===== src/rtl/exe_mem_stage.sv =====
// EXE->MEM pipeline register with stall/flush/bubble and a circular store-history buffer.
// Define EXE_MEM_FWD_EN for the full SB_DEPTH buffer with forwarding lookup; otherwise a single last-store register.

`ifndef MEM_NOP_OP
`define MEM_NOP_OP 4'h0
`endif
`ifndef MEM_SW_OP
`define MEM_SW_OP 4'h2
`endif

module exe_mem_stage #(
    parameter int DATA_W   = 32,
    parameter int ADDR_W   = 32,
    parameter int REG_W    = 5,
    parameter int OP_W     = 4,
    parameter int SB_DEPTH = 4
) (
    input  logic                          clk,
    input  logic                          rst,
    input  logic                          stall,
    input  logic                          flush,
    input  logic                          sb_clear,
    input  logic                          exe_valid,
    input  logic [DATA_W-1:0]             exe_pc,
    input  logic                          exe_we,
    input  logic [REG_W-1:0]              exe_write_reg,
    input  logic [DATA_W-1:0]             exe_write_data,
    input  logic [OP_W-1:0]               exe_mem_op,
    input  logic [ADDR_W-1:0]             exe_mem_addr,
    input  logic [DATA_W-1:0]             exe_mem_data,
    output logic                          mem_valid,
    output logic [DATA_W-1:0]             mem_pc,
    output logic                          mem_we,
    output logic [REG_W-1:0]              mem_write_reg,
    output logic [DATA_W-1:0]             mem_write_data,
    output logic [OP_W-1:0]               mem_mem_op,
    output logic [ADDR_W-1:0]             mem_mem_addr,
    output logic [DATA_W-1:0]             mem_mem_data,
    input  logic [ADDR_W-1:0]             lookup_addr,
    output logic                          fwd_hit,
    output logic [DATA_W-1:0]             fwd_data,
    output logic [ADDR_W-1:0]             last_store_addr,
    output logic [DATA_W-1:0]             last_store_data,
    output logic [$clog2(SB_DEPTH):0]     sb_count
);

    localparam int CNT_W = $clog2(SB_DEPTH) + 1;
    localparam int PTR_W = $clog2(SB_DEPTH);

    logic              valid_r;
    logic [DATA_W-1:0] pc_r;
    logic              we_r;
    logic [REG_W-1:0]  write_reg_r;
    logic [DATA_W-1:0] write_data_r;
    logic [OP_W-1:0]   mem_op_r;
    logic [ADDR_W-1:0] mem_addr_r;
    logic [DATA_W-1:0] mem_data_r;
    logic              store_accept_s;

    // Only a real SW that actually enters the stage is recorded.
    always_comb begin
        store_accept_s = ~stall & ~flush & exe_valid & (exe_mem_op == `MEM_SW_OP);
    end

    // Stage register: rst > flush > stall > capture (bubble when exe_valid is low).
    always_ff @(posedge clk) begin
        if (rst || flush || (!stall && !exe_valid)) begin
            valid_r      <= 1'b0;
            pc_r         <= {DATA_W{1'b0}};
            we_r         <= 1'b0;
            write_reg_r  <= {REG_W{1'b0}};
            write_data_r <= {DATA_W{1'b0}};
            mem_op_r     <= `MEM_NOP_OP;
            mem_addr_r   <= {ADDR_W{1'b0}};
            mem_data_r   <= {DATA_W{1'b0}};
        end else if (!stall) begin
            valid_r      <= 1'b1;
            pc_r         <= exe_pc;
            we_r         <= exe_we;
            write_reg_r  <= exe_write_reg;
            write_data_r <= exe_write_data;
            mem_op_r     <= exe_mem_op;
            mem_addr_r   <= exe_mem_addr;
            mem_data_r   <= exe_mem_data;
        end else begin
            valid_r      <= valid_r;
            pc_r         <= pc_r;
            we_r         <= we_r;
            write_reg_r  <= write_reg_r;
            write_data_r <= write_data_r;
            mem_op_r     <= mem_op_r;
            mem_addr_r   <= mem_addr_r;
            mem_data_r   <= mem_data_r;
        end
    end

    assign mem_valid      = valid_r;
    assign mem_pc         = pc_r;
    assign mem_we         = we_r;
    assign mem_write_reg  = write_reg_r;
    assign mem_write_data = write_data_r;
    assign mem_mem_op     = mem_op_r;
    assign mem_mem_addr   = mem_addr_r;
    assign mem_mem_data   = mem_data_r;

`ifdef EXE_MEM_FWD_EN
    logic [ADDR_W-1:0] sb_addr_r [SB_DEPTH];
    logic [DATA_W-1:0] sb_data_r [SB_DEPTH];
    logic [PTR_W-1:0]  wp_r;
    logic [CNT_W-1:0]  cnt_r;
    logic [PTR_W-1:0]  base_wp_s;
    logic [CNT_W-1:0]  base_cnt_s;
    logic [PTR_W-1:0]  idx_s;
    logic [PTR_W-1:0]  newest_idx_s;
    logic              fwd_hit_s;
    logic [DATA_W-1:0] fwd_data_s;
    logic              unused_lookup_s;

    // A coincident clear empties the buffer before the store is placed.
    always_comb begin
        if (sb_clear) begin
            base_wp_s  = {PTR_W{1'b0}};
            base_cnt_s = {CNT_W{1'b0}};
        end else begin
            base_wp_s  = wp_r;
            base_cnt_s = cnt_r;
        end
    end

    // Circular store history with saturating occupancy count.
    always_ff @(posedge clk) begin
        if (rst) begin
            wp_r  <= {PTR_W{1'b0}};
            cnt_r <= {CNT_W{1'b0}};
            for (int i = 0; i < SB_DEPTH; i++) begin
                sb_addr_r[i] <= {ADDR_W{1'b0}};
                sb_data_r[i] <= {DATA_W{1'b0}};
            end
        end else if (store_accept_s) begin
            sb_addr_r[base_wp_s] <= exe_mem_addr;
            sb_data_r[base_wp_s] <= exe_mem_data;
            wp_r                 <= base_wp_s + {{(PTR_W-1){1'b0}}, 1'b1};
            if (base_cnt_s == CNT_W'(SB_DEPTH)) begin
                cnt_r <= base_cnt_s;
            end else begin
                cnt_r <= base_cnt_s + {{(CNT_W-1){1'b0}}, 1'b1};
            end
        end else begin
            wp_r  <= base_wp_s;
            cnt_r <= base_cnt_s;
        end
    end

    // Walk from oldest to newest valid entry so the newest match is the one kept.
    always_comb begin
        fwd_hit_s  = 1'b0;
        fwd_data_s = {DATA_W{1'b0}};
        idx_s      = {PTR_W{1'b0}};
        for (int k = SB_DEPTH - 1; k >= 0; k--) begin
            idx_s = wp_r - PTR_W'(k) - {{(PTR_W-1){1'b0}}, 1'b1};
            if ((CNT_W'(k) < cnt_r) &&
                (sb_addr_r[idx_s][ADDR_W-1:2] == lookup_addr[ADDR_W-1:2])) begin
                fwd_hit_s  = 1'b1;
                fwd_data_s = sb_data_r[idx_s];
            end else begin
                fwd_hit_s  = fwd_hit_s;
                fwd_data_s = fwd_data_s;
            end
        end
    end

    assign newest_idx_s    = wp_r - {{(PTR_W-1){1'b0}}, 1'b1};
    assign fwd_hit         = fwd_hit_s;
    assign fwd_data        = fwd_data_s;
    assign last_store_addr = (cnt_r == {CNT_W{1'b0}}) ? {ADDR_W{1'b0}} : sb_addr_r[newest_idx_s];
    assign last_store_data = (cnt_r == {CNT_W{1'b0}}) ? {DATA_W{1'b0}} : sb_data_r[newest_idx_s];
    assign sb_count        = cnt_r;
    assign unused_lookup_s = ^lookup_addr[1:0];
`else
    logic [ADDR_W-1:0] ls_addr_r;
    logic [DATA_W-1:0] ls_data_r;
    logic              ls_valid_r;
    logic              unused_lookup_s;

    // Single last-store register; store beats a coincident clear.
    always_ff @(posedge clk) begin
        if (rst) begin
            ls_addr_r  <= {ADDR_W{1'b0}};
            ls_data_r  <= {DATA_W{1'b0}};
            ls_valid_r <= 1'b0;
        end else if (store_accept_s) begin
            ls_addr_r  <= exe_mem_addr;
            ls_data_r  <= exe_mem_data;
            ls_valid_r <= 1'b1;
        end else if (sb_clear) begin
            ls_addr_r  <= {ADDR_W{1'b0}};
            ls_data_r  <= {DATA_W{1'b0}};
            ls_valid_r <= 1'b0;
        end else begin
            ls_addr_r  <= ls_addr_r;
            ls_data_r  <= ls_data_r;
            ls_valid_r <= ls_valid_r;
        end
    end

    assign fwd_hit         = 1'b0;
    assign fwd_data        = {DATA_W{1'b0}};
    assign last_store_addr = ls_addr_r;
    assign last_store_data = ls_data_r;
    assign sb_count        = {{(CNT_W-1){1'b0}}, ls_valid_r};
    assign unused_lookup_s = ^lookup_addr;
`endif

endmodule


===== config.mk =====
export PLATFORM = sky130hd
export DESIGN_NAME = exe_mem_stage
export DESIGN_NICKNAME = d
export VERILOG_FILES = /design/src/rtl/exe_mem_stage.sv
export SDC_FILE = /design/constraint.sdc
export NUM_CORES = 1
export LEC_CHECK = 0
export CAP_MARGIN = 15
export CORE_AREA = 3 3 159 161
export CTS_BUF_LIST = sky130_fd_sc_hd__clkbuf_16
export CTS_CLUSTER_DIAMETER = 50
export DETAILED_ROUTE_END_ITERATION = 10
export DIE_AREA = 0 0 162 164
export GPL_ROUTABILITY_DRIVEN = 0
export PLACE_DENSITY = 0.69
export SYNTH_ARGS = -nofsm -noshare
export SYNTH_HDL_FRONTEND = slang
export SYNTH_SLANG_ARGS = --single-unit
export TNS_END_PERCENT = 20

===== constraint.sdc =====
create_clock -name clk -period 2.2 [get_ports clk]
set_clock_uncertainty 0.05 [all_clocks]
set_input_delay 0.22 -clock clk [delete_from_list [all_inputs] [get_ports clk]]
set_output_delay 0.22 -clock clk [all_outputs]
set_load 0.1 [all_outputs]

* Word level (Yosys, flattened, before mapping)
Cells that the tools add are included.
Widths: inputs -> output; s select.
** Cells by class
- Multipliers :: 0
- Muxes and demuxes :: 5
- Add/subtract/negate cells :: 0
- Reductions and logical operators :: 6
- Shift operators :: 0
- Div/mod/pow operators :: 0
- Magnitude comparators :: 0
- Eq/ne operators :: 1
- Bitwise operators :: 5
** Operators with widths (count)
- $mux 32 :: 3
- $eq 4x2->1 const B :: 1
- $and 1x1->1 :: 3
- $logic_not 1->1 :: 2
- $logic_or 1x1->1 :: 2
- $mux 1 :: 2
- $not 1->1 :: 2
- $reduce_bool 2->1 :: 1
- $logic_and 1x1->1 :: 1
** Storage, ports and cells
- Output and inout bits :: 239
- ROM bits :: 0
- Bits in registers :: 204
- RAM bits :: 0
- Memories :: 0
- Latch bits :: 0

* Logic depth before layout (Yosys ltp)
Gate-level depths: netlist of the first run.
- Depth in word-level cells :: 5
- Depth in mapped cells :: 6

* Worst setup path after synthesis of the first run
OpenSTA, ideal clock, no wires.
- Kind :: register to register
- Start :: register, netlist name last_store_addr[31]
- End :: register ls_addr_r[31], in the netlist last_store_addr[31]
- Setup slack :: 0.762 ns
- Setup time :: 0.070 ns
- Required time :: 2.080 ns
- Cell stages (with the launch flop) :: 4
- Data arrival time :: 1.318 ns
- Period minus slack after synthesis :: 1.438 ns
- Path through :: dfxtp_1 nor2b_1 o21ai_0 a21oi_1
** RTL lines
- to (signal assigned) :: RTL line 188 : ls_addr_r <= {ADDR_W{1'b0}};
- to (signal assigned) :: RTL line 192 : ls_addr_r <= exe_mem_addr;
- to (signal assigned) :: RTL line 196 : ls_addr_r <= {ADDR_W{1'b0}};
- to (decl) :: RTL line 180 : logic [ADDR_W-1:0] ls_addr_r;

* Final worst setup path of the first run
- Start :: input port exe_mem_op[3]
- End :: register ls_data_r[0], in the netlist last_store_data[0]
** Between the ends
- Longest elaborated chain between the ends :: 3
- Elaborated cells between the ends (all ways) :: 4
** Ends and longest elaborated chain
- from (decl) :: RTL line 28 : input logic [OP_W-1:0] exe_mem_op,
- $eq 4x2->1 (no source line) *
- $and 1x1->1 * :: RTL line 62 : store_accept_s = ~stall & ~flush & exe_valid & (exe_mem_op == `MEM_SW_OP);
- $mux 32 / $reduce_bool 2->1 (equally long branches)
- to (signal assigned) :: RTL line 189 : ls_data_r <= {DATA_W{1'b0}};
- to (signal assigned) :: RTL line 193 : ls_data_r <= exe_mem_data;
- to (signal assigned) :: RTL line 197 : ls_data_r <= {DATA_W{1'b0}};
- to (decl) :: RTL line 181 : logic [DATA_W-1:0] ls_data_r;
Every way passes the cells marked *; elsewhere a longest branch is shown, timed or not.
A chain may end at the register's enable or synchronous reset.

==> out/qor.txt, run 1 <==
Worst Hold Class: primary input to flop
Register clock-pin slew on the reported worst setup and hold paths: 0.05 ns
Antenna violations before repair: 0
Number of CTS-inserted buffers: 29
Final Hold Fails: 0
PortBufs: 347
Clock power share: 0.450
Cells after Synth: 857
Overall power consumption: 9.89 mW
Synth Warn #: 0
Register bit total from synthesis: 204
Worst Hold Path Cells: 3
Gr ovfl total: 0
Hold_buf cts: 0
Register area share after synthesis: 0.505
Antenna fix cells: 0
Maximum clock insertion buffer count: 3
Req. time, crit path: 2.53 ns
Final number of setup-violating endpoints: 0
Detail Placement HPWL: 17400 µm
Fmax: 686 MHz
DR WL/cell: 16.6 µm
R2R depth: 3
CTS Sinks: 204
Final Core Density: 0.502
Synth unique cells: 19
RSZ-0062 raised after global routing: no
Die Height: 164 µm
Core ar.: 24100 µm²
WL met3: 1770 µm
Vias in the first global route: 6830
Met2 routed WL: 12100 µm
Largest net degree at the start of global routing: 77
Setup CP Type: primary input to flop
CTS tree: yes
Pleak: 5.27 nW
First-pass GRT wire length: 38900 µm
Crit Path Max Fanout: 64
Via count: 6996
Arr. time, crit path: 1.79 ns
DR iter-0 viols: 355
Pint: 6.99 mW
Fraction of layout cells with a size suffix above 1: 0.228
# rows: 57
Max VDD drop: 0.000547 V
Initial core utilization: 0.335
Startpoint Class: primary input
DR top layer: met4
Worst-Margin Slew: 0.694 ns
Fin crit period: 1.46 ns
Vias per cell: 4.59
Post-CTS sizing: 0
Max-slew violations: 0
Run status: finished, final reports clean
Clk_lat worst skew: 0.51 ns
Max-cap viol count: 0
Mapped cell area: 8080 µm²
Num ports: 415
Slew HR: 0.537
WL met1: 10700 µm
H-tree depth: 1
Drt total wl: 25300 µm
P&R area growth vs syn: 49.9%
Most frequent cells in the layout: 212 x buf_4, 204 x dfxtp_1, 140 x nor2_1, 140 x clkdlybuf4s50_1, 138 x mux2i_1
Clk Tree Root Cell: clkbuf_16
Antenna viol nets, final: 0
Die Area: 26600 µm²
Die width: 162 µm
Post CTS Setup Buffer Count: 0
Net switching power: 2.89 mW
Setup crit end kind: flop
Syn Area/Cell: 9.43 µm²
TNS Setup: 0 ns
Combinational share of power: 0.165
Period utilization: 0.663
Seq pwr share: 0.385
DRT Pass-1 Iters: 4
Drt drc: 0
Net Sw Frac: 0.293
Nets: 1353
Power Density: 816 nW/µm²
Most common cell after layout, fill and taps aside: buf_4
GR Util All Layers: 0.180
[path summary, 6_finish.rpt]
path / to / slack (ns) / startpoint
worst min register to register: mem_valid / 0.40 / mem_valid
worst max register to register: last_store_addr[1] / 1.36 / last_store_addr[1]
worst max-delay path: last_store_data[0] / 0.74 / exe_mem_op[3]
worst min-delay path: mem_pc[27] / 0.09 / stall
[power by group through the flow]
stage	sequential [mW]	combinational (mW)	clock [mW]
after CTS	3.81	1.64	4.59
after floorplan	4.41	0.660	0
after detailed placement	3.89	1.63	0
after global placement	3.88	1.63	0
final	3.81	1.63	4.45
after global routing	3.81	1.70	4.76
[critical path, stage by stage]
cell             delay (ns)
clkdlybuf4s50_1        0.49
or3_2                  0.51
buf_12                 0.20
o21ai_0                0.21
a21oi_1                0.08
[kinds of logic (layout without fill, tap and decap cells)]
| group | count (synthesis) | in the layout | synth area share |
|---|---|---|---|
| AND/OR/NAND/NOR | 273 | 273 | 0.159 |
| buffers and inverters | 110 | 418 | 0.0825 |
| AO/OA/AOI/OAI | 131 | 131 | 0.0812 |
| flip-flops | 204 | 204 | 0.505 |
| multiplexers | 138 | 138 | 0.171 |
| other | 1 | 35 | 0.000464 |
[layer usage]
| metal | vias up | track usage |
|---|---|---|
| met3 | 52 | 0.0451 |
| met4 | 0 | 0.0578 |
| met1 | 3256 | 0.226 |
| met5 | - | 0 |
| li1 | 3453 | - |
| met2 | 235 | 0.305 |
[Yosys cell counts, drive strengths merged]
cell type | count | area (µm²)
nand3 | 64 | 320
or3 | 1 | 6.26
conb | 1 | 3.75
o21ai | 65 | 325
dfxtp | 204 | 4080
inv | 1 | 3.75
a21oi | 66 | 330
buf | 87 | 581
clkbuf | 22 | 82.6
nor3 | 1 | 5.00
mux2i | 138 | 1380
and4bb | 1 | 12.5
nor2 | 140 | 526
nand4bb | 1 | 11.3
nor2b | 65 | 407
[final cells by class]
type / count / area [µm²]
fillers: 2257 / 12000
flip-flops and latches: 204 / 4080
multi-input cells: 577 / 3490
repair buffers: 364 / 3190
clock buffers: 29 / 726
well taps: 324 / 405
clock inverters: 24 / 206
inverters: 1 / 3.75
[metrics by stage]
step | cell area (µm²) | worst slack [ns] | std cells | hold WS (ns)
floorplan | 8210 | 0.762 | 891 | 0.314
global placement | 11200 | 0.284 | 1470 | 0.390
detailed placement | 11200 | 0.276 | 1470 | 0.401
CTS | 12100 | 0.706 | 1523 | 0.0659
global route | 12100 | 0.670 | 1523 | 0.0756
finish | 12100 | 0.741 | 1523 | 0.0871
Power figures use the tool's default switching activity.
==> run 2, diff against run 1 <==
--- a/config.mk
+++ b/config.mk
@@ -6,11 +6,11 @@
 export NUM_CORES = 1
 export LEC_CHECK = 0
 export CAP_MARGIN = 15
-export CORE_AREA = 3 3 159 161
+export CORE_AREA = 3 3 160 162
 export CTS_BUF_LIST = sky130_fd_sc_hd__clkbuf_16
 export CTS_CLUSTER_DIAMETER = 50
 export DETAILED_ROUTE_END_ITERATION = 10
-export DIE_AREA = 0 0 162 164
+export DIE_AREA = 0 0 163 165
 export GPL_ROUTABILITY_DRIVEN = 0
 export PLACE_DENSITY = 0.69
 export SYNTH_ARGS = -nofsm -noshare
==> constraint.sdc (replaced) <==
create_clock -name clk -period 1.35 [get_ports clk]
set_clock_uncertainty 0.05 [all_clocks]
set_input_delay 0.135 -clock clk [delete_from_list [all_inputs] [get_ports clk]]
set_output_delay 0.135 -clock clk [all_outputs]
set_load 0.1 [all_outputs]
==> run 2 against run 1 <==
Against the previous run:
- power up 70%
- cell area up 24%
- critical path type is now flop to output pin
- wire length up 7.3%
- first-iteration DRC count down 21%
- critical endpoint is now mem_mem_data[23]
- register-to-register slack worse by 0.92 ns
==> out/qor.txt, run 2 (same netlist as run 1, synthesis figures left out) <==
Run status: finished, final reports clean
PortBufs: 347
Top Family by Delay on Critical Path: flip-flops
Final Worst Setup Slack: 0.0489 ns
Worst Hold Path Cells: 3
Initial core utilization: 0.333
Drt drc: 0
Antenna viol nets, final: 0
Crit path cell chain: buf_12
Setup CP Type: flop to output pin
Fraction of layout cells with a size suffix above 1: 0.255
Most used routing layer: met2
Crit Path Max Fanout: 2
DR iter-0 viols: 281
Clk Tree Root Cell: clkbuf_16
Pre-CTS setup slack: -0.402 ns
Met2 usage: 0.351
Fin area: 15000 µm²
Global-route met3 utilization: 0.0582
CP Buf/Inv Count: 1
Final Hold Slack: 0.0657 ns
Hold path start: rst
Power Density: 1120 nW/µm²
Fmax: 769 MHz
Core ar.: 24200 µm²
DRT Pass-1 Iters: 4
Final Hold Fails: 0
Via count: 7238
Req. time, crit path: 1.16 ns
Die Height: 165 µm
Met1 Usage GRT: 0.219
CTS tree: yes
Post CTS Setup Buffer Count: 0
Vias in the first global route: 7481
Die width: 163 µm
Period utilization: 0.964
Slowest CP cell: dfxtp_1
Die Area: 26900 µm²
P&R area growth vs syn: 85.6%
Most frequent cells in the layout: 222 x buf_12, 189 x dfxtp_1, 140 x nor2_1, 140 x clkdlybuf4s50_1, 138 x mux2i_1
Setup crit end kind: output pin
Maximum clock insertion buffer count: 3
Largest net degree at the start of global routing: 66
CP peak stage delay: 0.39 ns
Startpoint Class: flop
Register clock-pin slew on the reported worst setup and hold paths: 0.06 ns
First-pass GRT wire length: 41700 µm
Non-filler cells, final: 1544
Hold EP: last_store_data[17]
Worst Hold Class: primary input to flop
Arr. time, crit path: 1.12 ns
Worst reg-to-reg setup slack: 0.44 ns
FF-to-FF Start: last_store_addr[20]
GR Util All Layers: 0.194
Gr ovfl total: 0
RR Endpoint: last_store_addr[20]
Max VDD drop: 0.00122 V
Nets: 1375
Max-cap viol count: 0
Overall power consumption: 16.8 mW
Max-slew violations: 0
DR WL/cell: 17.6 µm
Antenna fix cells: 0
Placed cell count: 1493
RSZ-0062 raised after global routing: no
Num ports: 415
Placed Area: 14000 µm²
Final Core Density: 0.618
# rows: 57
Detail Placement HPWL: 20000 µm
Pleak: 6.03 nW
TNS Setup: 0 ns
Fin crit period: 1.30 ns
Most common cell after layout, fill and taps aside: buf_12
R2R depth: 3
H-tree depth: 1
Drt total wl: 27100 µm
Clk_lat worst skew: 0.52 ns
Final number of setup-violating endpoints: 0
Antenna violations before repair: 0
Vias per cell: 4.69
CTS Sinks: 204
Number of CTS-inserted buffers: 27
==> run 2: cell types whose count changed in the layout (fill, tap and decap cells not counted), moves of 2 or more <==
| cell | change |
|---|---|
| bufinv_16 | +3 |
| dfxtp_1 | -15 |
| clkbuf_16 | -2 |
| clkinv_2 | +2 |
| dfxtp_2 | +15 |
| clkinvlp_4 | -4 |
| inv_6 | +2 |
| buf_4 | -190 |
| buf_12 | +213 |
| clkinv_1 | -4 |
==> run 2: worst max-delay path by stage <==
| stage | cells past startpoint | slack [ns] | endpoint | from |
|---|---|---|---|---|
| 2_1_floorplan | 3 | -0.08 | last_store_addr[30] | last_store_addr[30] |
| 3_3_place_gp | 5 | -0.39 | last_store_data[0] | exe_mem_op[3] |
| 3_5_place_dp | 5 | -0.40 | last_store_addr[29] | exe_mem_op[3] |
| 4_1_cts | 1 | 0.002 | mem_write_data[12] | mem_write_data[12] |
| 5_1_grt | 1 | 0.002 | mem_write_reg[2] | mem_write_reg[2] |
| 6_report | 1 | 0.05 | mem_mem_data[23] | mem_mem_data[23] |
==> run 2: timing repair <==
item,CTS,global route
endpoints found under the setup margin,2,1
hold buffers,1,0
endpoints found under the hold margin,1,0
gates resized for setup,2,1
==> run 2: layout make-up <==
type / count / area, µm²
repair buffers: 388 / 6040
fillers: 1932 / 9260
inverters: 1 / 3.75
multi-input cells: 577 / 3490
clock inverters: 23 / 272
clock buffers: 27 / 676
flip-flops and latches: 204 / 4100
well taps: 324 / 405
==> run 2: power by group <==
group	internal [mW]	switching, mW
Sequential	6.14	0.126
Combinational	1.14	1.92
Clock	4.79	2.68
==> run 2: routing by layer <==
metal | routed length [µm] | part of all wire
met5 | 0 | 0
met4 | 732 | 0.027
met3 | 2180 | 0.080
met2 | 14000 | 0.52
met1 | 10200 | 0.38
==> run 2: worst register-to-register path, cell delays in order (launching register included) <==
cell and delay, ns:
dfxtp_1 0.39, nor2b_1 0.18, o21ai_1 0.09, a21oi_1 0.14
